### config.mk
export PLATFORM = sky130hd
export DESIGN_NAME = ysyx_22040237_mdu
export DESIGN_NICKNAME = d
export VERILOG_FILES = /design/src/rtl/ysyx_22040237_mdu_pkg.sv /design/src/rtl/ysyx_22040237_mdu_div.sv /design/src/rtl/ysyx_22040237_mdu.sv
export SDC_FILE = /design/constraint.sdc
export NUM_CORES = 2
export LEC_CHECK = 0
export CAP_MARGIN = 20
export CORE_MARGIN = 3
export CORE_UTILIZATION = 50
export DETAILED_ROUTE_END_ITERATION = 12
export GPL_TIMING_DRIVEN = 0
export PLACE_DENSITY = 0.68
export REMOVE_ABC_BUFFERS = 1
export SLEW_MARGIN = 15
export SYNTH_ARGS = -nofsm -noshare
export SYNTH_HDL_FRONTEND = slang
export SYNTH_SLANG_ARGS = --single-unit
### constraint.sdc
create_clock -name clk -period 10.8 [get_ports clk]
set_input_delay 2.16 -clock clk [delete_from_list [all_inputs] [get_ports clk]]
set_output_delay 2.16 -clock clk [all_outputs]
set_load 0.01 [all_outputs]
### src/rtl/ysyx_22040237_mdu_pkg.sv
// Shared decode constants and state encoding for the RV64M multiply/divide unit.
package ysyx_22040237_mdu_pkg;

  localparam logic [2:0] EXU_INFO_MDU = 3'd4;

  localparam int EXU_INFO_MDU_WOP    = 3;
  localparam int EXU_INFO_MDU_MUL    = 4;
  localparam int EXU_INFO_MDU_MULH   = 5;
  localparam int EXU_INFO_MDU_MULHSU = 6;
  localparam int EXU_INFO_MDU_MULHU  = 7;
  localparam int EXU_INFO_MDU_DIV    = 8;
  localparam int EXU_INFO_MDU_DIVU   = 9;
  localparam int EXU_INFO_MDU_REM    = 10;
  localparam int EXU_INFO_MDU_REMU   = 11;

  typedef enum logic [1:0] {
    MDU_IDLE = 2'd0,
    MDU_CALC = 2'd1,
    MDU_FIX  = 2'd2,
    MDU_DONE = 2'd3
  } mdu_state_e;

  function automatic logic [63:0] sext32(input logic [31:0] v);
    return {{32{v[31]}}, v};
  endfunction

endpackage

### src/rtl/ysyx_22040237_mdu_div.sv
// Radix-2 restoring divider on operand magnitudes; quotient/remainder signs applied on the outputs.
module ysyx_22040237_mdu_div
  import ysyx_22040237_mdu_pkg::*;
#(
  parameter int XLEN  = 64,
  parameter int CNT_W = 7
) (
  input  logic            clk,
  input  logic            rst_n,
  input  logic            start_i,
  input  logic            step_i,
  input  logic            signed_i,
  input  logic            word_i,
  input  logic [XLEN-1:0] dividend_i,
  input  logic [XLEN-1:0] divisor_i,
  output logic            done_o,
  output logic [XLEN-1:0] quot_o,
  output logic [XLEN-1:0] rem_o
);

  logic [XLEN-1:0]  quot_q, rem_q, dsr_q;
  logic [CNT_W-1:0] cnt_q;
  logic             word_q, q_neg_q, r_neg_q;

  logic             dvd_neg, dsr_neg;
  logic [XLEN-1:0]  dvd_mag, dsr_mag, dvd_align;
  logic [XLEN:0]    rem_shift, diff;
  logic             ge;
  logic [XLEN-1:0]  q_fix, r_fix;

  assign dvd_neg   = signed_i & dividend_i[XLEN-1];
  assign dsr_neg   = signed_i & divisor_i[XLEN-1];
  assign dvd_mag   = dvd_neg ? -dividend_i : dividend_i;
  assign dsr_mag   = dsr_neg ? -divisor_i : divisor_i;
  // Word dividends are left-aligned so the same MSB-first shift serves both widths.
  assign dvd_align = word_i ? {dvd_mag[XLEN/2-1:0], {(XLEN/2){1'b0}}} : dvd_mag;

  assign rem_shift = {rem_q, quot_q[XLEN-1]};
  assign diff      = rem_shift - {1'b0, dsr_q};
  assign ge        = ~diff[XLEN];

  assign done_o = step_i & (cnt_q == (word_q ? CNT_W'(XLEN/2-1) : CNT_W'(XLEN-1)));

  // NOTE: sequential state uses non-blocking assignments so every register samples pre-edge values.
  always_ff @(posedge clk or negedge rst_n) begin
    if (!rst_n) begin
      quot_q  <= '0;
      rem_q   <= '0;
      dsr_q   <= '0;
      cnt_q   <= '0;
      word_q  <= 1'b0;
      q_neg_q <= 1'b0;
      r_neg_q <= 1'b0;
    end else if (start_i) begin
      quot_q  <= dvd_align;
      rem_q   <= '0;
      dsr_q   <= dsr_mag;
      cnt_q   <= '0;
      word_q  <= word_i;
      q_neg_q <= dvd_neg ^ dsr_neg;
      r_neg_q <= dvd_neg;
    end else if (step_i) begin
      rem_q  <= ge ? diff[XLEN-1:0] : rem_shift[XLEN-1:0];
      quot_q <= {quot_q[XLEN-2:0], ge};
      cnt_q  <= cnt_q + CNT_W'(1);
    end
  end

  assign q_fix  = q_neg_q ? -quot_q : quot_q;
  assign r_fix  = r_neg_q ? -rem_q : rem_q;
  assign quot_o = word_q ? sext32(q_fix[31:0]) : q_fix;
  assign rem_o  = word_q ? sext32(r_fix[31:0]) : r_fix;

endmodule

### src/rtl/ysyx_22040237_mdu.sv
// Iterative RV64M multiply/divide unit: shift-add multiplier and FSM here, divider in a sub-module.
module ysyx_22040237_mdu
  import ysyx_22040237_mdu_pkg::*;
#(
  parameter int XLEN  = 64,
  parameter int CNT_W = 7
) (
  input  logic            clk,
  input  logic            rst_n,
  input  logic            flush_i,
  input  logic            in_valid_i,
  output logic            in_ready_o,
  input  logic [15:0]     exu_info_bus_i,
  input  logic [XLEN-1:0] op1_i,
  input  logic [XLEN-1:0] op2_i,
  input  logic [4:0]      rd_idx_i,
  output logic            out_valid_o,
  input  logic            out_ready_i,
  output logic [XLEN-1:0] result_o,
  output logic [4:0]      rd_idx_o,
  output logic            busy_o
);

  mdu_state_e state_q, state_d;

  logic [2*XLEN-1:0] acc_q, mcand_q;
  logic [XLEN-1:0]   mplier_q, result_q;
  logic [CNT_W-1:0]  cnt_q;
  logic [4:0]        rd_q;
  logic              wop_q, div_q, rem_sel_q, mul_lo_q, mul_neg_q;

  logic in_wop, op_mul, op_mulh, op_mulhsu, op_div, op_divu, op_rem, op_remu;
  logic in_div, div_signed, a_sext, b_sext, accept, special, div_zero, div_ovf, calc_last;
  logic [XLEN-1:0] a_ext, b_ext, a_res, a_mag, b_mag, special_res, div_quot, div_rem;
  logic [XLEN-1:0] mul_res, fix_res;
  logic [2*XLEN-1:0] mul_full;
  logic a_neg, b_neg, div_done, unused_bits;

  assign unused_bits = ^exu_info_bus_i[15:12];

  assign in_wop    = exu_info_bus_i[EXU_INFO_MDU_WOP];
  assign op_mul    = exu_info_bus_i[EXU_INFO_MDU_MUL];
  assign op_mulh   = exu_info_bus_i[EXU_INFO_MDU_MULH];
  assign op_mulhsu = exu_info_bus_i[EXU_INFO_MDU_MULHSU];
  assign op_div    = exu_info_bus_i[EXU_INFO_MDU_DIV];
  assign op_divu   = exu_info_bus_i[EXU_INFO_MDU_DIVU];
  assign op_rem    = exu_info_bus_i[EXU_INFO_MDU_REM];
  assign op_remu   = exu_info_bus_i[EXU_INFO_MDU_REMU];

  assign in_div     = op_div | op_divu | op_rem | op_remu;
  assign div_signed = op_div | op_rem;
  assign a_sext     = op_mulh | op_mulhsu | div_signed;
  assign b_sext     = op_mulh | div_signed;

  assign a_ext = in_wop ? (a_sext ? sext32(op1_i[31:0]) : {32'b0, op1_i[31:0]}) : op1_i;
  assign b_ext = in_wop ? (b_sext ? sext32(op2_i[31:0]) : {32'b0, op2_i[31:0]}) : op2_i;
  assign a_res = in_wop ? sext32(op1_i[31:0]) : op1_i;

  assign a_neg = (op_mulh | op_mulhsu) & a_ext[XLEN-1];
  assign b_neg = op_mulh & b_ext[XLEN-1];
  assign a_mag = a_neg ? -a_ext : a_ext;
  assign b_mag = b_neg ? -b_ext : b_ext;

  assign div_zero = in_div & (b_ext == '0);
  assign div_ovf  = div_signed & (&b_ext) &
                    (in_wop ? (op1_i[31:0] == 32'h8000_0000) : (op1_i == {1'b1, {(XLEN-1){1'b0}}}));
  assign special  = div_zero | div_ovf;
  assign special_res = div_zero ? ((op_div | op_divu) ? '1 : a_res)
                                : (op_div ? a_res : '0);

  assign accept = (state_q == MDU_IDLE) & in_valid_i & ~flush_i &
                  (exu_info_bus_i[2:0] == EXU_INFO_MDU) & (|exu_info_bus_i[11:4]);

  assign calc_last = div_q ? div_done
                           : (cnt_q == (wop_q ? CNT_W'(XLEN/2-1) : CNT_W'(XLEN-1)));

  always_ff @(posedge clk or negedge rst_n) begin
    if (!rst_n) state_q <= MDU_IDLE;
    else        state_q <= state_d;
  end

  // NOTE: state_d gets a default before the case so no path through the block can infer a latch.
  always_comb begin
    state_d = state_q;
    if (flush_i) begin
      state_d = MDU_IDLE;
    end else begin
      unique case (state_q)
        MDU_IDLE: if (accept)      state_d = special ? MDU_DONE : MDU_CALC;
        MDU_CALC: if (calc_last)   state_d = MDU_FIX;
        MDU_FIX:                   state_d = MDU_DONE;
        MDU_DONE: if (out_ready_i) state_d = MDU_IDLE;
        default:                   state_d = MDU_IDLE;
      endcase
    end
  end

  assign mul_full = mul_neg_q ? -acc_q : acc_q;
  assign mul_res  = mul_lo_q ? (wop_q ? sext32(mul_full[31:0]) : mul_full[XLEN-1:0])
                             : mul_full[2*XLEN-1:XLEN];
  assign fix_res  = div_q ? (rem_sel_q ? div_rem : div_quot) : mul_res;

  always_ff @(posedge clk or negedge rst_n) begin
    if (!rst_n) begin
      acc_q     <= '0;
      mcand_q   <= '0;
      mplier_q  <= '0;
      cnt_q     <= '0;
      result_q  <= '0;
      rd_q      <= '0;
      wop_q     <= 1'b0;
      div_q     <= 1'b0;
      rem_sel_q <= 1'b0;
      mul_lo_q  <= 1'b0;
      mul_neg_q <= 1'b0;
    end else if (accept) begin
      acc_q     <= '0;
      mcand_q   <= {{XLEN{1'b0}}, a_mag};
      mplier_q  <= b_mag;
      cnt_q     <= '0;
      rd_q      <= rd_idx_i;
      wop_q     <= in_wop;
      div_q     <= in_div;
      rem_sel_q <= op_rem | op_remu;
      mul_lo_q  <= op_mul;
      mul_neg_q <= a_neg ^ b_neg;
      if (special) result_q <= special_res;
    end else if (state_q == MDU_CALC) begin
      if (mplier_q[0]) acc_q <= acc_q + mcand_q;
      mcand_q  <= mcand_q << 1;
      mplier_q <= mplier_q >> 1;
      cnt_q    <= cnt_q + CNT_W'(1);
    end else if (state_q == MDU_FIX) begin
      result_q <= fix_res;
    end
  end

  ysyx_22040237_mdu_div #(.XLEN(XLEN), .CNT_W(CNT_W)) u_div (
    .clk        (clk),
    .rst_n      (rst_n),
    .start_i    (accept & in_div & ~special),
    .step_i     ((state_q == MDU_CALC) & div_q),
    .signed_i   (div_signed),
    .word_i     (in_wop),
    .dividend_i (a_ext),
    .divisor_i  (b_ext),
    .done_o     (div_done),
    .quot_o     (div_quot),
    .rem_o      (div_rem)
  );

  assign in_ready_o  = (state_q == MDU_IDLE);
  assign out_valid_o = (state_q == MDU_DONE);
  assign busy_o      = (state_q != MDU_IDLE);
  assign result_o    = result_q;
  assign rd_idx_o    = rd_q;

endmodule

[After elaboration in Yosys (flattened, before gate mapping)]
Index checks and enable logic that the tools add are counted.
Cells by class
  add/subtract/negate cells: 9
  equal/unequal tests: 13
  mux-type cells: 52
  bitwise gates (word level): 29
  reduce and logical (&&, ||, !) cells: 12
Operator list (number)
  $mux 64: 32
  $mux 128: 6
  $neg 64->64: 4
  $add 128x128->128: 1
  $neg 128->128: 1
  $sub 65x64->65: 1
  $eq 64x64->1 const B: 1
  $logic_not 64->1: 1
  $reduce_and 64->1: 1
  $eq 32x32->1 const B: 1
  $mux 7: 4
  $and 1x1->1: 15
  $add 7x1->7 const B: 2
  $mux 6: 2
  $mux 2: 5
  $reduce_bool 2->1: 5
  $or 1x1->1: 9
  $pmux 2 s4: 1
  $reduce_or 8->1: 1
  $eq 7x6->1: 1
  $eq 7x7->1: 1
  $ne 3x2->1 const B: 2
  $reduce_and 3->1: 2
  $eq 2x2->1 const B: 2
  10 further kinds: 14
Storage, ports and cells
  register bits after elaboration: 605
  bits of input ports: 154
  output and inout port bits: 72
  logic and storage cells: 134

[Longest topological paths before layout]
  depth after elaboration: 12
  mapped depth: 17
  mapped depth without buffers: 15

[Modules after synthesis]
A second synthesis with hierarchy kept.
Second synthesis, totals
  cells, all modules: 6994
  area, all modules: 53503.8 um2
Modules (own cells, without submodules)
  ysyx_22040237_mdu: instances 1, cells each 4574, area an instance 34864.7 um2, sequential area each 10084.7 um2
  ysyx_22040237_mdu_div: instances 1, cells each 2420, area an instance 18639.1 um2, sequential area each 5054.8 um2

[Worst setup path before layout]
OpenSTA, ideal clock, no wires.
  path type: input-to-reg
  start: in op1_i[6]
  end: reg u_div.quot_q[57]
  setup time: 0.124 ns
  arrival: 5.385 ns
  data required time: 10.676 ns
  path slack: 5.291 ns
  stages: 15
  path buffers: 4
  path through: buf_2 -> nor4_1 -> nand4b_1 -> or4_1 -> clkbuf_1 -> or4_1 -> buf_2 -> a21o_1 -> buf_2 -> nor3_4 -> and2_1 -> a31oi_1 -> xnor2_1 -> nor2_1 -> o31a_1
On the way
  longest elaborated chain between the ends: 7
  elaborated cells on any way between the ends: 14
  classes of those cells: add/sub (1); eq/ne (2); mux (6); bitwise (4); reduce/logical (1)
Ends and longest elaborated chain
  from (decl): line ysyx_22040237_mdu.sv:14  | input logic [XLEN-1:0] op1_i,
  branches (longest 7 deep; another with $neg 64->64)
  to (signal assigned): line ysyx_22040237_mdu_div.sv:55  | quot_q <= dvd_align;
  to (signal assigned): line ysyx_22040237_mdu_div.sv:64  | quot_q <= {quot_q[XLEN-2:0], ge};
  to (decl): line ysyx_22040237_mdu_div.sv:21  | logic [XLEN-1:0] quot_q, rem_q, dsr_q;
Several ways; the timed one is not identified.
A chain may end at the register's enable or synchronous reset.

[Final worst setup path]
  start: in op2_i[0]
  end: reg result_q[63] (netlist: result_o[63])
On the way
  longest elaborated chain between the ends: 8
  elaborated cells on any way between the ends: 13
  classes of those cells: eq/ne (1); mux (5); bitwise (4); reduce/logical (3)
Ends and longest elaborated chain
  from (decl): line ysyx_22040237_mdu.sv:15  | input logic [XLEN-1:0] op2_i,
  $mux 64: line ysyx_22040237_mdu.sv:56  | assign b_ext = in_wop ? (b_sext ? sext32(op2_i[31:0]) : {32'b0, op2_i[31:0]}) : op2_i;
  $mux 64 (*): line ysyx_22040237_mdu.sv:56
  $reduce_and 64->1: line ysyx_22040237_mdu.sv:65  | assign div_ovf = div_signed & (&b_ext) &
  $and 1x1->1 (2 in a row): line ysyx_22040237_mdu.sv:65
  $or 1x1->1: line ysyx_22040237_mdu.sv:67  | assign special = div_zero | div_ovf;
  $ne 2x1->1 (no source line)
  $reduce_and 3->1 (no source line)
  to (signal assigned): line ysyx_22040237_mdu.sv:127  | if (special) result_q <= special_res;
  to (signal assigned): line ysyx_22040237_mdu.sv:134  | result_q <= fix_res;
  to (decl): line ysyx_22040237_mdu.sv:27  | logic [XLEN-1:0] mplier_q, result_q;
Mark *: on every way between the ends. The rest lies on a longest branch, timed or not. The select of a mux whose other input is x is not followed.

==> metrics.yaml <==
power:
  vdd_ir_drop_max_mv: 0.190
  p_switching_uw: 9840
  clockPowerShare: 0.143
  p_seq_frac: 0.254
  power_uw: 19400
  p_leak_uw: 0.0240
  switching_share: 0.507
  power_frac_comb: 0.603
  p_int_uw: 9560
  p_per_area_mw_per_mm2: 331
timing:
  tightestPinTransition_ps: 1200
  period_minus_slack_ps: 8240
  max_slew_margin: 0.197
  finalSetupViolations: 0
  finalHoldViolations: 0
  slew_viol_final: 0
  min_period_over_period: 0.763
  skew_ps: 32.0
  max_freq_mhz: 121
  rsz0062_at_grt: "false"
drt:
  drc: 0
  drt-total-wl_um: 198000
  vias: 51900
  drtAntennaViolNets: 0
  dr.pass1.iters: 6
  via_per_inst: 6.36
  detail_route.wl_per_cell_um: 24.3
  drt_iter0_markers: 5572
worst_setup_path:
  crit_path_max_incr_delay_ps: 920
  crit_slowest_cell: "and2_1"
  critical_path_buf_inv_count: 3
  worstPathCellList: "clkdlybuf4s50_1, inv_1, ha_1, nor4b_1, nand3_1, nor3_1, and3_1, nor3b_2, nor4b_4, buf_6, or2_2, and2_1, or2_4, o211ai_1, o21ai_0, a31oi_1"
  crit_fanout: 56
  start_kind: "input pin"
  endpoint_kind: "flip-flop"
  cp_top_family: "simple AND/OR/NAND/NOR gates"
  crit_arrival_ps: 8750
  worst_ep_required_time_ps: 11310
  path_class: "input pin to flip-flop"
clocking:
  cts_resized: 0
  clkTransAtPathRegs_ps: 60
  cts_buffers: 78
  clockRootBuffer: "clkbuf_16"
  cts_hold_buf: 0
  post-cts-setup-buffers: 0
  htree_num_levels: 3
  cts_tree: "yes"
  cts.sinks: 605
  clk-insertion-delay-late_ps: 680
  cts_max_path_buffers: 3
place:
  portBuffers: 221
  place_congestion: 1.01
  dpl.hpwl_um: 152000
  dp_cells: 8004
synth:
  synth_compound_area_frac: 0.239
  synth.distinct_cells: 101
  muxShareOfSynthArea: 0.0524
  synthXorXnorAreaFrac: 0.109
  ys_warn_count: 0
  yosys.area_share.adder: 0.0496
  syn_area_mm2: 0.0521
  synth_edf_count: 0
  yosys.area_share.simple: 0.213
  ys_ff_latch: 605
  ys_seq_area_frac: 0.291
  synth-main-ff-cell: "dfrtp_1"
  async_flop_share: 1.00
  post_synth.cell_area_avg_um2: 7.63
  synth_top_family_by_area: "compound AO/OA/AOI/OAI gates"
  synth_cells: 6827
layout:
  n_fill_cell: 9660
  fin_nets: 7076
  area_delta_synth_final_pct: 12.5
  fin_cells: 8159
  seq_area_mm2: 0.0152
  multi_input_area_mm2: 0.0347
  layout-drive-gt1-share: 0.0447
  final_common_cell: "nand2_1"
  final_cell_mix: "nand2_1 (1024), nor2_1 (686), o21ai_0 (606)"
status:
  outcome: "completed"
floorplanning:
  start_util: 0.508
  ios: 226
  fp.dieH_um: 329
  core_mm2: 0.102
  die_area_mm2: 0.108
  rows: 117
  die_width_um: 329
flow_run:
  cap_violations: 0
hold_path:
  hp-class: "flip-flop to flip-flop"
global_routing:
  antenna_found_initial: 16
  grtUsageTotal: 0.358
  grt_max_degree: 103
  gr-total-overflow: 0
  grt_pass1_vias: 47500
  grt_pass1_wl_um: 298000
final cells by class:
class                   count  share of cell area
diodes                     14            0.000598
clock inverters            37             0.00788
flip-flops and latches    605               0.259
well taps                1368              0.0292
repair buffers            288              0.0638
multi-input cells        5592               0.592
clock buffers             103              0.0375
inverters                 152             0.00985
flip-flops by register name, indices dropped and copies added (netlist names), 2 cells and up:
register	count
rd_idx_o	5
mcand_q	128
u_div.cnt_q	7
state_q	2
cnt_q	7
u_div.rem_q	64
acc_q	128
mplier_q	64
u_div.quot_q	64
u_div.dsr_q	64
result_o	64
tightest hold or removal path, stage by stage (launching register included):
cell and delay, ps:
dfrtp_1 340, nand2_1 50, nand2_1 50
path summary, 6_finish.rpt:
path                       slack (ps)        startpoint  cells after the start               to
min reg2reg                       470       rd_idx_o[4]                      2      rd_idx_o[4]
max in group asynchronous        7570             rst_n                      4  u_div.dsr_q[55]
max reg2reg                      5070  u_div.quot_q[63]                     17  u_div.rem_q[12]
min in group asynchronous        1410             rst_n                      1        acc_q[10]
max                              2560          op2_i[0]                     16     result_o[63]
min                               470       rd_idx_o[4]                      2      rd_idx_o[4]
kinds of logic (layout without fill, tap and decap cells):
group | count (synthesis) | in the layout
xor gates and xnor gates | 646 | 646
AOI/OAI and AO/OA | 2018 | 2018
other | 0 | 14
and+or+nand+nor | 2451 | 2451
adders and majority gates | 205 | 205
muxes | 272 | 272
buffers and inverters | 630 | 580
DFF | 605 | 605
routing by layer:
metal / track usage / vias to the layer above / wire length, um
met2: 0.538 / 2370 / 85200
li1: - / 24100 / -
met5: 0 / - / 57
met1: 0.497 / 24900 / 84800
met3: 0.0612 / 432 / 16800
met4: 0.175 / 10 / 11500
through the flow:
stage	worst slack, ps	utilization	TNS (ps)	hold slack, ps	area [um^2]
floorplan	-14510	-	-3663170	450	50200
global placement	-42710	0.528	-	461	54100
detailed placement	2080	0.545	0	462	55900
CTS	2750	0.571	0	476	58500
global route	2550	0.571	0	493	58500
finish	2560	0.572	0	473	58600
power groups by stage:
stage / combinational, uW / clock (uW) / sequential, uW
finish: 11700 / 2770 / 4930
global route: 12800 / 2880 / 5020
CTS: 11500 / 2800 / 4860
detailed placement: 11400 / 0 / 4880
global placement: 11400 / 0 / 5050
floorplan: 8350 / 0 / 4370
synthesized netlist by cell type (59+ instances only):
master / count / area [um^2]
nand2_1: 1029 / 3860
or3_1: 83 / 519
o31ai_1: 100 / 751
a31oi_1: 113 / 707
ha_1: 203 / 2540
nand4_1: 118 / 738
o21ai_0: 607 / 3040
nand3_1: 77 / 385
o21bai_1: 61 / 458
dfrtp_1: 605 / 15100
nor3_1: 120 / 601
inv_1: 151 / 567
mux2i_1: 266 / 2660
nor2_1: 693 / 2600
a21o_1: 138 / 1040
xor2_1: 338 / 2960
clkbuf_1: 409 / 1540
a21oi_1: 583 / 2920
xnor2_1: 308 / 2700
a211oi_1: 59 / 443
Power figures use the tool's default switching activity.
